<file path="config.mk">
export PLATFORM = sky130hd
export DESIGN_NAME = branch_unit_flat
export DESIGN_NICKNAME = d
export VERILOG_FILES = /design/src/rtl/branch_unit_if.sv /design/src/rtl/branch_unit.sv /design/src/flat_wrapper.sv
export SDC_FILE = /design/constraint.sdc
export NUM_CORES = 1
export LEC_CHECK = 0
export CELL_PAD_IN_SITES_DETAIL_PLACEMENT = 0
export CELL_PAD_IN_SITES_GLOBAL_PLACEMENT = 1
export CORE_MARGIN = 2
export CORE_UTILIZATION = 34
export CTS_BUF_LIST = sky130_fd_sc_hd__clkbuf_8
export DETAILED_ROUTE_END_ITERATION = 7
export PLACE_DENSITY_LB_ADDON = 0.1
export SETUP_SLACK_MARGIN = 0.3
export SKIP_LAST_GASP = 1
export SLEW_MARGIN = 10
export SYNTH_ARGS = -nofsm -noshare
export SYNTH_HDL_FRONTEND = slang
export SYNTH_SLANG_ARGS = --single-unit
export TNS_END_PERCENT = 50
</file>
<file path="constraint.sdc">
create_clock -name clk -period 2.3 [get_ports clk]
set_input_delay 0.23 -clock clk [delete_from_list [all_inputs] [get_ports clk]]
set_output_delay 0.23 -clock clk [all_outputs]
set_load 0.02 [all_outputs]
</file>
<file path="src/rtl/branch_unit_if.sv">
// ============================================================================
// Module      : branch_unit_if
// Description : Op, redirect, BHT lookup and perf-counter bundle for branch_unit.
// Revision    : 1.0 - initial release
// ============================================================================
`default_nettype none

interface branch_unit_if #(
    parameter int XLEN  = 32,
    parameter int CNT_W = 32
);
    logic             in_valid;
    logic             in_ready;
    logic [3:0]       in_br_type;
    logic [XLEN-1:0]  in_pc;
    logic [XLEN-1:0]  in_src1;
    logic [XLEN-1:0]  in_src2;
    logic [XLEN-1:0]  in_imm;
    logic [XLEN-1:0]  in_trap_target;
    logic             in_pred_taken;
    logic [XLEN-1:0]  in_pred_target;
    logic             redirect_valid;
    logic             redirect_ready;
    logic [XLEN-1:0]  redirect_pc;
    logic             redirect_misalign;
    logic [XLEN-1:0]  bht_lookup_pc;
    logic             bht_lookup_taken;
    logic [CNT_W-1:0] perf_branch_cnt;
    logic [CNT_W-1:0] perf_mispred_cnt;

    modport master (
        output in_valid, in_br_type, in_pc, in_src1, in_src2, in_imm,
               in_trap_target, in_pred_taken, in_pred_target,
               redirect_ready, bht_lookup_pc,
        input  in_ready, redirect_valid, redirect_pc, redirect_misalign,
               bht_lookup_taken, perf_branch_cnt, perf_mispred_cnt
    );

    modport slave (
        input  in_valid, in_br_type, in_pc, in_src1, in_src2, in_imm,
               in_trap_target, in_pred_taken, in_pred_target,
               redirect_ready, bht_lookup_pc,
        output in_ready, redirect_valid, redirect_pc, redirect_misalign,
               bht_lookup_taken, perf_branch_cnt, perf_mispred_cnt
    );
endinterface

`default_nettype wire

</file>
<file path="src/rtl/branch_unit.sv">
// ============================================================================
// Module      : branch_unit
// Description : Branch resolution, held IFU redirect, 2-bit BHT, perf counters.
// Revision    : 1.0 - initial release
// ============================================================================
`default_nettype none

module branch_unit #(
    parameter int XLEN        = 32,
    parameter int BHT_ENTRIES = 16,
    parameter int CNT_W       = 32
) (
    input  logic          clk,
    input  logic          rst_n,
    branch_unit_if.slave  bu
);
    localparam int              c_IDX_W    = $clog2(BHT_ENTRIES);
    localparam logic [3:0]      c_BR_JAL   = 4'b0001;
    localparam logic [3:0]      c_BR_JALR  = 4'b0010;
    localparam logic [3:0]      c_BR_TRAP  = 4'b0011;
    localparam logic [3:0]      c_BR_BEQ   = 4'b1000;
    localparam logic [3:0]      c_BR_BNE   = 4'b1001;
    localparam logic [3:0]      c_BR_BLT   = 4'b1100;
    localparam logic [3:0]      c_BR_BGE   = 4'b1101;
    localparam logic [3:0]      c_BR_BLTU  = 4'b1110;
    localparam logic [3:0]      c_BR_BGEU  = 4'b1111;
    localparam logic [XLEN-1:0] c_INSN_LEN = XLEN'(4);

    logic                r_redirect_valid;
    logic [XLEN-1:0]     r_redirect_pc;
    logic                r_redirect_misalign;
    logic [CNT_W-1:0]    r_branch_cnt;
    logic [CNT_W-1:0]    r_mispred_cnt;
    logic [1:0]          r_bht [BHT_ENTRIES];

    logic                w_accept;
    logic                w_is_cond;
    logic                w_is_jump;
    logic                w_is_trap;
    logic                w_cond_true;
    logic                w_taken;
    logic                w_mispred;
    logic                w_eq;
    logic                w_lt;
    logic                w_ltu;
    logic [XLEN-1:0]     w_jalr_sum;
    logic [XLEN-1:0]     w_target;
    logic [XLEN-1:0]     w_next_pc;
    logic [c_IDX_W-1:0]  w_train_idx;
    logic [c_IDX_W-1:0]  w_lookup_idx;
    logic [1:0]          w_bht_cur;
    logic [1:0]          w_bht_next;
    logic                w_unused_lookup;

    assign bu.in_ready = !r_redirect_valid || bu.redirect_ready;
    assign w_accept    = bu.in_valid && bu.in_ready;

    assign w_eq  = (bu.in_src1 == bu.in_src2);
    assign w_lt  = ($signed(bu.in_src1) < $signed(bu.in_src2));
    assign w_ltu = (bu.in_src1 < bu.in_src2);

    // Unlisted encodings fall to the default and behave as "none".
    always_comb begin
        w_is_cond   = 1'b0;
        w_is_jump   = 1'b0;
        w_is_trap   = 1'b0;
        w_cond_true = 1'b0;
        case (bu.in_br_type)
            c_BR_JAL, c_BR_JALR: w_is_jump = 1'b1;
            c_BR_TRAP:           w_is_trap = 1'b1;
            c_BR_BEQ:  begin w_is_cond = 1'b1; w_cond_true = w_eq;   end
            c_BR_BNE:  begin w_is_cond = 1'b1; w_cond_true = !w_eq;  end
            c_BR_BLT:  begin w_is_cond = 1'b1; w_cond_true = w_lt;   end
            c_BR_BGE:  begin w_is_cond = 1'b1; w_cond_true = !w_lt;  end
            c_BR_BLTU: begin w_is_cond = 1'b1; w_cond_true = w_ltu;  end
            c_BR_BGEU: begin w_is_cond = 1'b1; w_cond_true = !w_ltu; end
            default: ;
        endcase
    end

    assign w_jalr_sum = bu.in_src1 + bu.in_imm;

    always_comb begin
        w_target = bu.in_pc + bu.in_imm;
        if (bu.in_br_type == c_BR_JALR) begin
            w_target = {w_jalr_sum[XLEN-1:1], 1'b0};
        end else if (w_is_trap) begin
            w_target = bu.in_trap_target;
        end
    end

    assign w_taken   = w_is_jump || w_is_trap || (w_is_cond && w_cond_true);
    assign w_next_pc = w_taken ? w_target : (bu.in_pc + c_INSN_LEN);
    assign w_mispred = w_is_trap ||
                       ((w_is_cond || w_is_jump) &&
                        ((w_taken != bu.in_pred_taken) ||
                         (w_taken && (w_target != bu.in_pred_target))));

    // A fresh accept overrides any handshake completing in the same cycle.
    always_ff @(posedge clk or negedge rst_n) begin
        if (!rst_n) begin
            r_redirect_valid    <= 1'b0;
            r_redirect_pc       <= '0;
            r_redirect_misalign <= 1'b0;
        end else if (w_accept) begin
            r_redirect_valid <= w_mispred;
            if (w_mispred) begin
                r_redirect_pc       <= w_next_pc;
                r_redirect_misalign <= w_next_pc[1];
            end
        end else if (r_redirect_valid && bu.redirect_ready) begin
            r_redirect_valid <= 1'b0;
        end
    end

    assign bu.redirect_valid    = r_redirect_valid;
    assign bu.redirect_pc       = r_redirect_pc;
    assign bu.redirect_misalign = r_redirect_misalign;

    always_ff @(posedge clk or negedge rst_n) begin
        if (!rst_n) begin
            r_branch_cnt  <= '0;
            r_mispred_cnt <= '0;
        end else if (w_accept) begin
            if (w_is_cond) r_branch_cnt  <= r_branch_cnt + CNT_W'(1);
            if (w_mispred) r_mispred_cnt <= r_mispred_cnt + CNT_W'(1);
        end
    end

    assign bu.perf_branch_cnt  = r_branch_cnt;
    assign bu.perf_mispred_cnt = r_mispred_cnt;

    assign w_train_idx = bu.in_pc[c_IDX_W+1:2];
    assign w_bht_cur   = r_bht[w_train_idx];

    always_comb begin
        w_bht_next = w_bht_cur;
        if (w_cond_true && (w_bht_cur != 2'b11)) begin
            w_bht_next = w_bht_cur + 2'b01;
        end else if (!w_cond_true && (w_bht_cur != 2'b00)) begin
            w_bht_next = w_bht_cur - 2'b01;
        end
    end

    always_ff @(posedge clk or negedge rst_n) begin
        if (!rst_n) begin
            for (int i = 0; i < BHT_ENTRIES; i++) begin
                r_bht[i] <= 2'b01;
            end
        end else if (w_accept && w_is_cond) begin
            r_bht[w_train_idx] <= w_bht_next;
        end
    end

    // Reads the registered array, so a same-cycle update is not yet visible.
    assign w_lookup_idx        = bu.bht_lookup_pc[c_IDX_W+1:2];
    assign bu.bht_lookup_taken = r_bht[w_lookup_idx][1];
    assign w_unused_lookup     = ^bu.bht_lookup_pc;

endmodule

`default_nettype wire

</file>
<file path="src/flat_wrapper.sv">
// flat-port wrapper written by rule: the top's interface ports become plain ports
module branch_unit_flat 
#(
    parameter int XLEN        = 32,
    parameter int BHT_ENTRIES = 16,
    parameter int CNT_W       = 32
)
  (clk, rst_n, bu_in_valid, bu_in_br_type, bu_in_pc, bu_in_src1, bu_in_src2, bu_in_imm, bu_in_trap_target, bu_in_pred_taken, bu_in_pred_target, bu_redirect_ready, bu_bht_lookup_pc, bu_in_ready, bu_redirect_valid, bu_redirect_pc, bu_redirect_misalign, bu_bht_lookup_taken, bu_perf_branch_cnt, bu_perf_mispred_cnt);
  branch_unit_if #(.XLEN(XLEN), .CNT_W(CNT_W)) bu_i ();
  input  logic clk;
  input  logic rst_n;
  input wire logic [$bits(bu_i.in_valid)-1:0] bu_in_valid;
  input wire logic [$bits(bu_i.in_br_type)-1:0] bu_in_br_type;
  input wire logic [$bits(bu_i.in_pc)-1:0] bu_in_pc;
  input wire logic [$bits(bu_i.in_src1)-1:0] bu_in_src1;
  input wire logic [$bits(bu_i.in_src2)-1:0] bu_in_src2;
  input wire logic [$bits(bu_i.in_imm)-1:0] bu_in_imm;
  input wire logic [$bits(bu_i.in_trap_target)-1:0] bu_in_trap_target;
  input wire logic [$bits(bu_i.in_pred_taken)-1:0] bu_in_pred_taken;
  input wire logic [$bits(bu_i.in_pred_target)-1:0] bu_in_pred_target;
  input wire logic [$bits(bu_i.redirect_ready)-1:0] bu_redirect_ready;
  input wire logic [$bits(bu_i.bht_lookup_pc)-1:0] bu_bht_lookup_pc;
  output wire logic [$bits(bu_i.in_ready)-1:0] bu_in_ready;
  output wire logic [$bits(bu_i.redirect_valid)-1:0] bu_redirect_valid;
  output wire logic [$bits(bu_i.redirect_pc)-1:0] bu_redirect_pc;
  output wire logic [$bits(bu_i.redirect_misalign)-1:0] bu_redirect_misalign;
  output wire logic [$bits(bu_i.bht_lookup_taken)-1:0] bu_bht_lookup_taken;
  output wire logic [$bits(bu_i.perf_branch_cnt)-1:0] bu_perf_branch_cnt;
  output wire logic [$bits(bu_i.perf_mispred_cnt)-1:0] bu_perf_mispred_cnt;
  assign bu_i.in_valid = bu_in_valid;
  assign bu_i.in_br_type = bu_in_br_type;
  assign bu_i.in_pc = bu_in_pc;
  assign bu_i.in_src1 = bu_in_src1;
  assign bu_i.in_src2 = bu_in_src2;
  assign bu_i.in_imm = bu_in_imm;
  assign bu_i.in_trap_target = bu_in_trap_target;
  assign bu_i.in_pred_taken = bu_in_pred_taken;
  assign bu_i.in_pred_target = bu_in_pred_target;
  assign bu_i.redirect_ready = bu_redirect_ready;
  assign bu_i.bht_lookup_pc = bu_bht_lookup_pc;
  assign bu_in_ready = bu_i.in_ready;
  assign bu_redirect_valid = bu_i.redirect_valid;
  assign bu_redirect_pc = bu_i.redirect_pc;
  assign bu_redirect_misalign = bu_i.redirect_misalign;
  assign bu_bht_lookup_taken = bu_i.bht_lookup_taken;
  assign bu_perf_branch_cnt = bu_i.perf_branch_cnt;
  assign bu_perf_mispred_cnt = bu_i.perf_mispred_cnt;
  branch_unit #(.XLEN(XLEN), .BHT_ENTRIES(BHT_ENTRIES), .CNT_W(CNT_W)) u_core (.clk(clk), .rst_n(rst_n), .bu(bu_i));
endmodule
</file>
==> metrics.txt, run 1 <==
clk buf depth 2; overall die area 0.03942 mm2; final wirelength 55.69 mm; total number of H-tree levels 4; grt total ovfl 0; Worst Reg2Reg Path Length in Cells 12; highest net fanout along the worst path 7; number of placed instances, taps included 2803; number of warnings issued by yosys 0; TritonRoute pass-1 iters 5; Finished Layout Cells 2893; CTS clock-pin slew for the worst setup and hold paths 0.07 ns; Period Utilization, post-route 170.7%; count of input and output buffers 304; number of cells on the critical path 16; buffering stage count on the worst path with inverters included 3; worst hold slack after final layout 0.2624 ns; ordered list of cells on the worst path dlygate4sd2_1 > ha_4 > a21oi_2 > o21a_1 > o22ai_2 > o41a_1 > a221o_1 > a221oi_2 > nand4b_1 > or4_4 > nor4_4 > nand4_1 > nand2_4 > buf_12 > buf_12 > mux2_4; cell at the root of the clock tree sky130_fd_sc_hd__clkbuf_8; initial cell density of the core 34.33%; worst skew pair latency 0.44 ns; EDFF count, synth 0; clock skew after layout 0.01164 ns; Layout area overhead 73.77%; worst setup path category input pin to flip-flop; outcome finished, violations left; Hold Crit Depth 4; most used cell, CP sky130_fd_sc_hd__buf_12; endpoint required time on the critical path 2.61 ns; prevailing post-synth register cell sky130_fd_sc_hd__dfrtp_1; Worst IR Drop VDD 0.0003844 V; core outline area 0.03749 mm2; clock period minus worst slack 3.927 ns; post-route setup slack -1.627 ns; detailed-route via count 15140; net count of the finished layout 2702; Crit path largest cell delay 0.54 ns; CTS buffer count 17; kind of capture point of the worst setup path flip-flop; Remaining DRCs 0; Die Y-Extent 198.6 um; violated checks setup timing; Fmax achieved 0.2546 GHz; Die Span X 198.6 um; clock tree sinks 129; number of nets still failing antenna checks after routing 0; cell class contributing the biggest share of worst-path delay compound AO/OA/AOI/OAI gates; setup repair after global routing missed its margin true; gr usage total 28.16%; worst endpoint data arrival time 4.23 ns; pin count of the biggest net entering global routing 61; per-cell via count in the routed design 5.234; Leakage Power 10.07 nW; initial antenna violation count 3; placement-stage worst setup slack -2.734 ns; sequential element share of the synthesized area 25.24%; gate count of the mapped netlist 1570; combined area of all synthesized cells 0.01287 mm2; number of max-slew violations in the final report 0; final setup violating endpoints 108; final weighted congestion in routability-driven placement 0.9536; Boundary Pins 333; sum of net half-perimeters after detailed placement 46.27 mm; post-synthesis net count 1906; cell with the largest stage delay on the worst path sky130_fd_sc_hd__or4_4; number of global-route vias before repair 15510; Async SR Flop Fraction 100.0%; global-route wire length before repair 85.17 mm; synthesis-stage register bit count 129; site row count 71; count of maximum capacitance violations 0; average detailed-routed wire length per instance 19.25 um; clock tree from TritonCTS built; P per Cell Area 503.9 mW/mm2; launching element type of the critical path input pin; Tightest Pin Transition 0.6090 ns; relative slew slack 58.97%; number of design-rule violations left by the first detailed-router iteration 884; total design power 0.01127 W; fraction of layout instances using a drive strength above 1 35.56%; Yosys cell types 86; Avg Cell Area, Syn 8.197 um2; hold crit path type input pin to flip-flop; final number of hold-violating endpoints 0
## path summary, 6_finish.rpt
check / start / endpoint / slack [ns]
worst min-delay path: bu_in_pc[0] / u_core.bu.redirect_pc[0]$_DFFE_PN0P_ / 0.26
worst max-delay path: bu_in_pc[12] / u_core.bu.redirect_pc[21]$_DFFE_PN0P_ / -1.63
min in group asynchronous: rst_n / u_core.bu.perf_mispred_cnt[16]$_DFFE_PN0P_ / 0.31
max in group asynchronous: rst_n / u_core.r_bht[2]$_DFFE_PN1P_ / 1.25
worst min register to register: u_core.bu.perf_mispred_cnt[31]$_DFFE_PN0P_ / u_core.bu.perf_mispred_cnt[31]$_DFFE_PN0P_ / 0.48
worst max register to register: u_core.bu.perf_mispred_cnt[8]$_DFFE_PN0P_ / u_core.bu.perf_mispred_cnt[31]$_DFFE_PN0P_ / -0.26
## synthesized netlist by cell type, types with 25 or more instances
library cell	instances	area, um2
sky130_fd_sc_hd__nor3_1	34	170.2
sky130_fd_sc_hd__o21ai_1	26	130.1
sky130_fd_sc_hd__nand4_1	42	262.8
sky130_fd_sc_hd__nand3_1	70	350.3
sky130_fd_sc_hd__mux2_2	39	439.2
sky130_fd_sc_hd__clkbuf_1	56	210.2
sky130_fd_sc_hd__inv_1	54	202.7
sky130_fd_sc_hd__and3_1	30	187.7
sky130_fd_sc_hd__a21oi_1	124	620.6
sky130_fd_sc_hd__nand2_1	184	690.7
sky130_fd_sc_hd__xor2_1	67	586.8
sky130_fd_sc_hd__a21o_1	25	187.7
sky130_fd_sc_hd__xnor2_1	78	683.2
sky130_fd_sc_hd__dfrtp_1	113	2828
sky130_fd_sc_hd__o21ai_0	76	380.4
sky130_fd_sc_hd__nor2_1	105	394.1
sky130_fd_sc_hd__ha_1	101	1264
## power breakdown
part	switching [W]	internal (W)	total, W	leakage, nW
logic	0.00292	0.00308	0.00600	8.18
clock network	0.000870	0.00141	0.00228	0.248
registers	0.000305	0.00268	0.00299	1.64
## logic make-up (layout without fill, tap and decap cells)
logic type / after synthesis / after routing / share of synthesized area [%]
simple gates: 576 / 576 / 22.02
compound gates: 413 / 413 / 20.73
xor+xnor: 145 / 145 / 9.868
buf+inv: 130 / 939 / 4.385
flops: 129 / 129 / 25.24
fa+ha+maj: 103 / 103 / 10.13
mux: 74 / 74 / 7.632
other cells: 0 / 3 / 0
## tightest hold or removal path, delay by kind of cell
family                 cells  cell delay [ns]
AOI/OAI and AO/OA          2             0.17
buffers and inverters      2             0.25
## flip-flops by register name (all words and copies together) (netlist names)
name and cells:
u_core.bu.perf_branch_cnt 32, u_core.bu.perf_mispred_cnt 32, u_core.bu.redirect_pc 32, u_core.bu.redirect_valid 1, u_core.r_bht 32
## final cells by class
class | instances | area (um2)
fillers | 3330 | 15120
multi-input cells | 1311 | 10330
repair buffers | 852 | 7462
flip-flops and latches | 129 | 3248
well taps | 511 | 639.4
clock buffers | 18 | 247.7
clock inverters | 14 | 221.5
inverters | 55 | 206.4
diodes | 3 | 7.507
## placed cells by master, fill, tap and decap left out, types with 16 or more instances in the layout
master                            count
sky130_fd_sc_hd__and3_1              30
sky130_fd_sc_hd__xnor2_1             74
sky130_fd_sc_hd__clkbuf_8            18
sky130_fd_sc_hd__buf_4              507
sky130_fd_sc_hd__a21oi_2             20
sky130_fd_sc_hd__o21ai_0             62
sky130_fd_sc_hd__nand2b_1            16
sky130_fd_sc_hd__ha_4                42
sky130_fd_sc_hd__nor3_1              26
sky130_fd_sc_hd__a21o_1              25
sky130_fd_sc_hd__dfstp_2             16
sky130_fd_sc_hd__o211ai_1            16
sky130_fd_sc_hd__nor2_1              99
sky130_fd_sc_hd__xor2_1              67
sky130_fd_sc_hd__ha_1                58
sky130_fd_sc_hd__nand3_1             68
sky130_fd_sc_hd__a21oi_1            104
sky130_fd_sc_hd__dfrtp_1            113
sky130_fd_sc_hd__inv_1               52
sky130_fd_sc_hd__buf_6               20
sky130_fd_sc_hd__nand2_1            176
sky130_fd_sc_hd__mux2_2              38
sky130_fd_sc_hd__o21ai_1             31
sky130_fd_sc_hd__nand4_1             42
sky130_fd_sc_hd__clkdlybuf4s50_1    228
sky130_fd_sc_hd__dlygate4sd2_1       57
## metal layers
| layer | routed length, um | vias to the layer above | track usage (%) |
|---|---|---|---|
| li1 | - | 7388 | - |
| met1 | 24670 | 7241 | 35.88 |
| met2 | 26570 | 421 | 48.53 |
| met3 | 2302 | 92 | 3.204 |
| met4 | 2153 | 0 | 11.33 |
| met5 | 0 | - | 0 |
## what timing repair did
action,4_1_cts,5_1_grt
cloned,6,0
buffers inserted,47,1
hold buffers,1,0
setup endpoints to repair,124,125
resized for setup,325,3
hold endpoints to repair,33,0
pin swaps,104,9
## per-stage QoR
stage | setup TNS, ns | util [%] | cell area (um2)
after floorplan | -112.79 | - | 13070
after global placement | -223.48 | 53.88 | 20200
after detailed placement | -230.70 | 53.88 | 20200
after CTS | -120.93 | 59.59 | 22340
after global routing | -143.69 | 59.64 | 22360
final | -127.96 | 59.66 | 22360
Note: power is estimated with default switching activity, not from simulation.
==> inputs of run 2 (changes only) <==
- CORE_UTILIZATION: 34 -> 30
- SKIP_CTS_REPAIR_TIMING: unset -> 1
- TNS_END_PERCENT: 50 -> unset
==> run 2 against run 1 <==
The flow still finishes with violations (setup timing); combinational power up 3%; critical path type unchanged; total power down 0.51%; largest cell class unchanged; first-iteration DRC count up 5.8%; clock skew down 0.0025 ns; via count down 0.40%; count of clock-buffer cells in the layout unchanged; sequential share of layout area down 0.50 points.
==> metrics.txt, run 2 (same netlist as run 1, synthesis figures left out) <==
outcome finished, violations left; violated checks setup timing; clock period minus worst slack 4.023 ns; pin count of the biggest net entering global routing 61; cell at the root of the clock tree sky130_fd_sc_hd__clkbuf_8; average detailed-routed wire length per instance 19.90 um; Crit path largest cell delay 0.56 ns; initial cell density of the core 30.54%; placement-stage worst setup slack -2.853 ns; CTS clock-pin slew for the worst setup and hold paths 0.08 ns; Period Utilization, post-route 174.9%; endpoint required time on the critical path 2.63 ns; Worst IR Drop VDD 0.0003687 V; Leakage Power 10.96 nW; relative slew slack 60.06%; number of global-route vias before repair 15060; global-route wire length before repair 84.81 mm; final non-filler cell area 0.02318 mm2; sum of net half-perimeters after detailed placement 48.07 mm; final weighted congestion in routability-driven placement 0.9320; number of nets still failing antenna checks after routing 0; startpoint of the worst-slack reg-to-reg timing path u_core.r_bht[3]$_DFFE_PN0P_; site row count 75; Remaining DRCs 0; standard cell area after detailed placement 0.02060 mm2; highest net fanout along the worst path 7; Die Y-Extent 211.1 um; overall die area 0.04457 mm2; clock tree sinks 129; fraction of layout instances using a drive strength above 1 38.93%; Hold Crit Start bu_in_pc[0]; TritonRoute pass-1 iters 7; launching element type of the critical path input pin; clock tree from TritonCTS built; detailed-route via count 15080; core outline area 0.04213 mm2; ordered list of cells on the worst path buf_8 > and2_4 > fa_2 > a211oi_4 > nor3_2 > mux2_4 > a221oi_4 > xor2_1 > a211o_1 > or4_4 > or4_4 > nor4_4 > nand4_1 > buf_6 > nand2_8 > buf_12 > mux2_4; number of max-slew violations in the final report 0; Die Span X 211.1 um; gr usage total 24.82%; CTS buffer count 17; net count of the finished layout 2704; clk buf depth 2; initial antenna violation count 1; final setup violating endpoints 98; total number of H-tree levels 4; count of fill cells added during filler insertion 3883; Tightest Pin Transition 0.5928 ns; kind of capture point of the worst setup path flip-flop; leading cell types in the layout, fill and taps excluded sky130_fd_sc_hd__buf_4, sky130_fd_sc_hd__clkdlybuf4s50_1, sky130_fd_sc_hd__nand2_1, sky130_fd_sc_hd__dfrtp_1, sky130_fd_sc_hd__a21oi_1; worst endpoint data arrival time 4.35 ns; count of input and output buffers 304; startpoint of the worst setup timing path bu_in_imm[0]; per-cell via count in the routed design 5.163; cell with the largest stage delay on the worst path sky130_fd_sc_hd__or4_4; Boundary Pins 333; most common cell after layout, fill and taps aside sky130_fd_sc_hd__buf_4; post-route setup slack -1.723 ns; setup repair after global routing missed its margin true; Fmax achieved 0.2485 GHz; final wirelength 58.13 mm; count of maximum capacitance violations 0; hold crit path type input pin to flip-flop; grt total ovfl 0; number of design-rule violations left by the first detailed-router iteration 935; worst setup path category input pin to flip-flop; worst skew pair latency 0.45 ns; P per Cell Area 483.7 mW/mm2; Layout area overhead 80.08%; final number of hold-violating endpoints 0; clock skew after layout 0.009134 ns
[run 2: final timing paths]
kind | to | slack, ns | cells after the start
max | u_core.bu.redirect_pc[17]$_DFFE_PN0P_ | -1.72 | 17
min | u_core.bu.redirect_pc[0]$_DFFE_PN0P_ | 0.15 | 3
max reg2reg | u_core.r_bht[19]$_DFFE_PN0P_ | -0.37 | 10
min reg2reg | u_core.bu.perf_branch_cnt[31]$_DFFE_PN0P_ | 0.48 | 1
max in group asynchronous | u_core.r_bht[12]$_DFFE_PN1P_ | 1.27 | 3
min in group asynchronous | u_core.bu.perf_mispred_cnt[5]$_DFFE_PN0P_ | 0.31 | 2
[run 2: per-stage QoR]
step	util, %	total power [W]	hold WS, ns	setup TNS (ns)	std cells
after floorplan	-	0.005574	-0.06559	-100.71	1570
after global placement	48.89	0.008439	0.2539	-231.94	2834
after detailed placement	48.89	0.008514	0.2552	-240.39	2834
after CTS	49.86	0.01057	-0.2379	-184.99	2866
after global routing	55.01	0.01188	0.1551	-129.85	2921
final	55.01	0.01121	0.1534	-124.49	2921
[run 2: power by group]
part / switching, W / internal, W
Combinational: 0.00299 / 0.00318
Sequential: 0.000338 / 0.00268
Clock: 0.000931 / 0.00109
[run 2: critical path, delay by kind of cell]
family | cells | cell delay, ns
adder cells (fa/ha/maj) | 1 | 0.42
XOR/XNOR | 1 | 0.12
AND/OR/NAND/NOR | 7 | 1.74
multiplexers | 2 | 0.58
buffers and inverters | 3 | 0.42
AO/OA/AOI/OAI | 3 | 0.84
[run 2: layer usage]
layer  vias to the layer above  part of all wire (%)  track usage [%]
met2                       355                    49            42.32
met1                      7256                    45            33.06
met4                         0                   3.4            8.912
met3                        67                   2.8            1.680
li1                       7403                     -                -
met5                         -                     0                0
[run 2: cell type report]
cell class | instances | area, um2 | share of cell area, %
multi-input cells | 1312 | 10800 | 46.58
repair buffers | 853 | 7816 | 33.73
flip-flops and latches | 129 | 3251 | 14.03
well taps | 539 | 674.4 | 2.910
clock buffers | 18 | 247.7 | 1.069
inverters | 55 | 226.5 | 0.9772
clock inverters | 14 | 162.7 | 0.7018
diodes | 1 | 2.502 | 0.01080
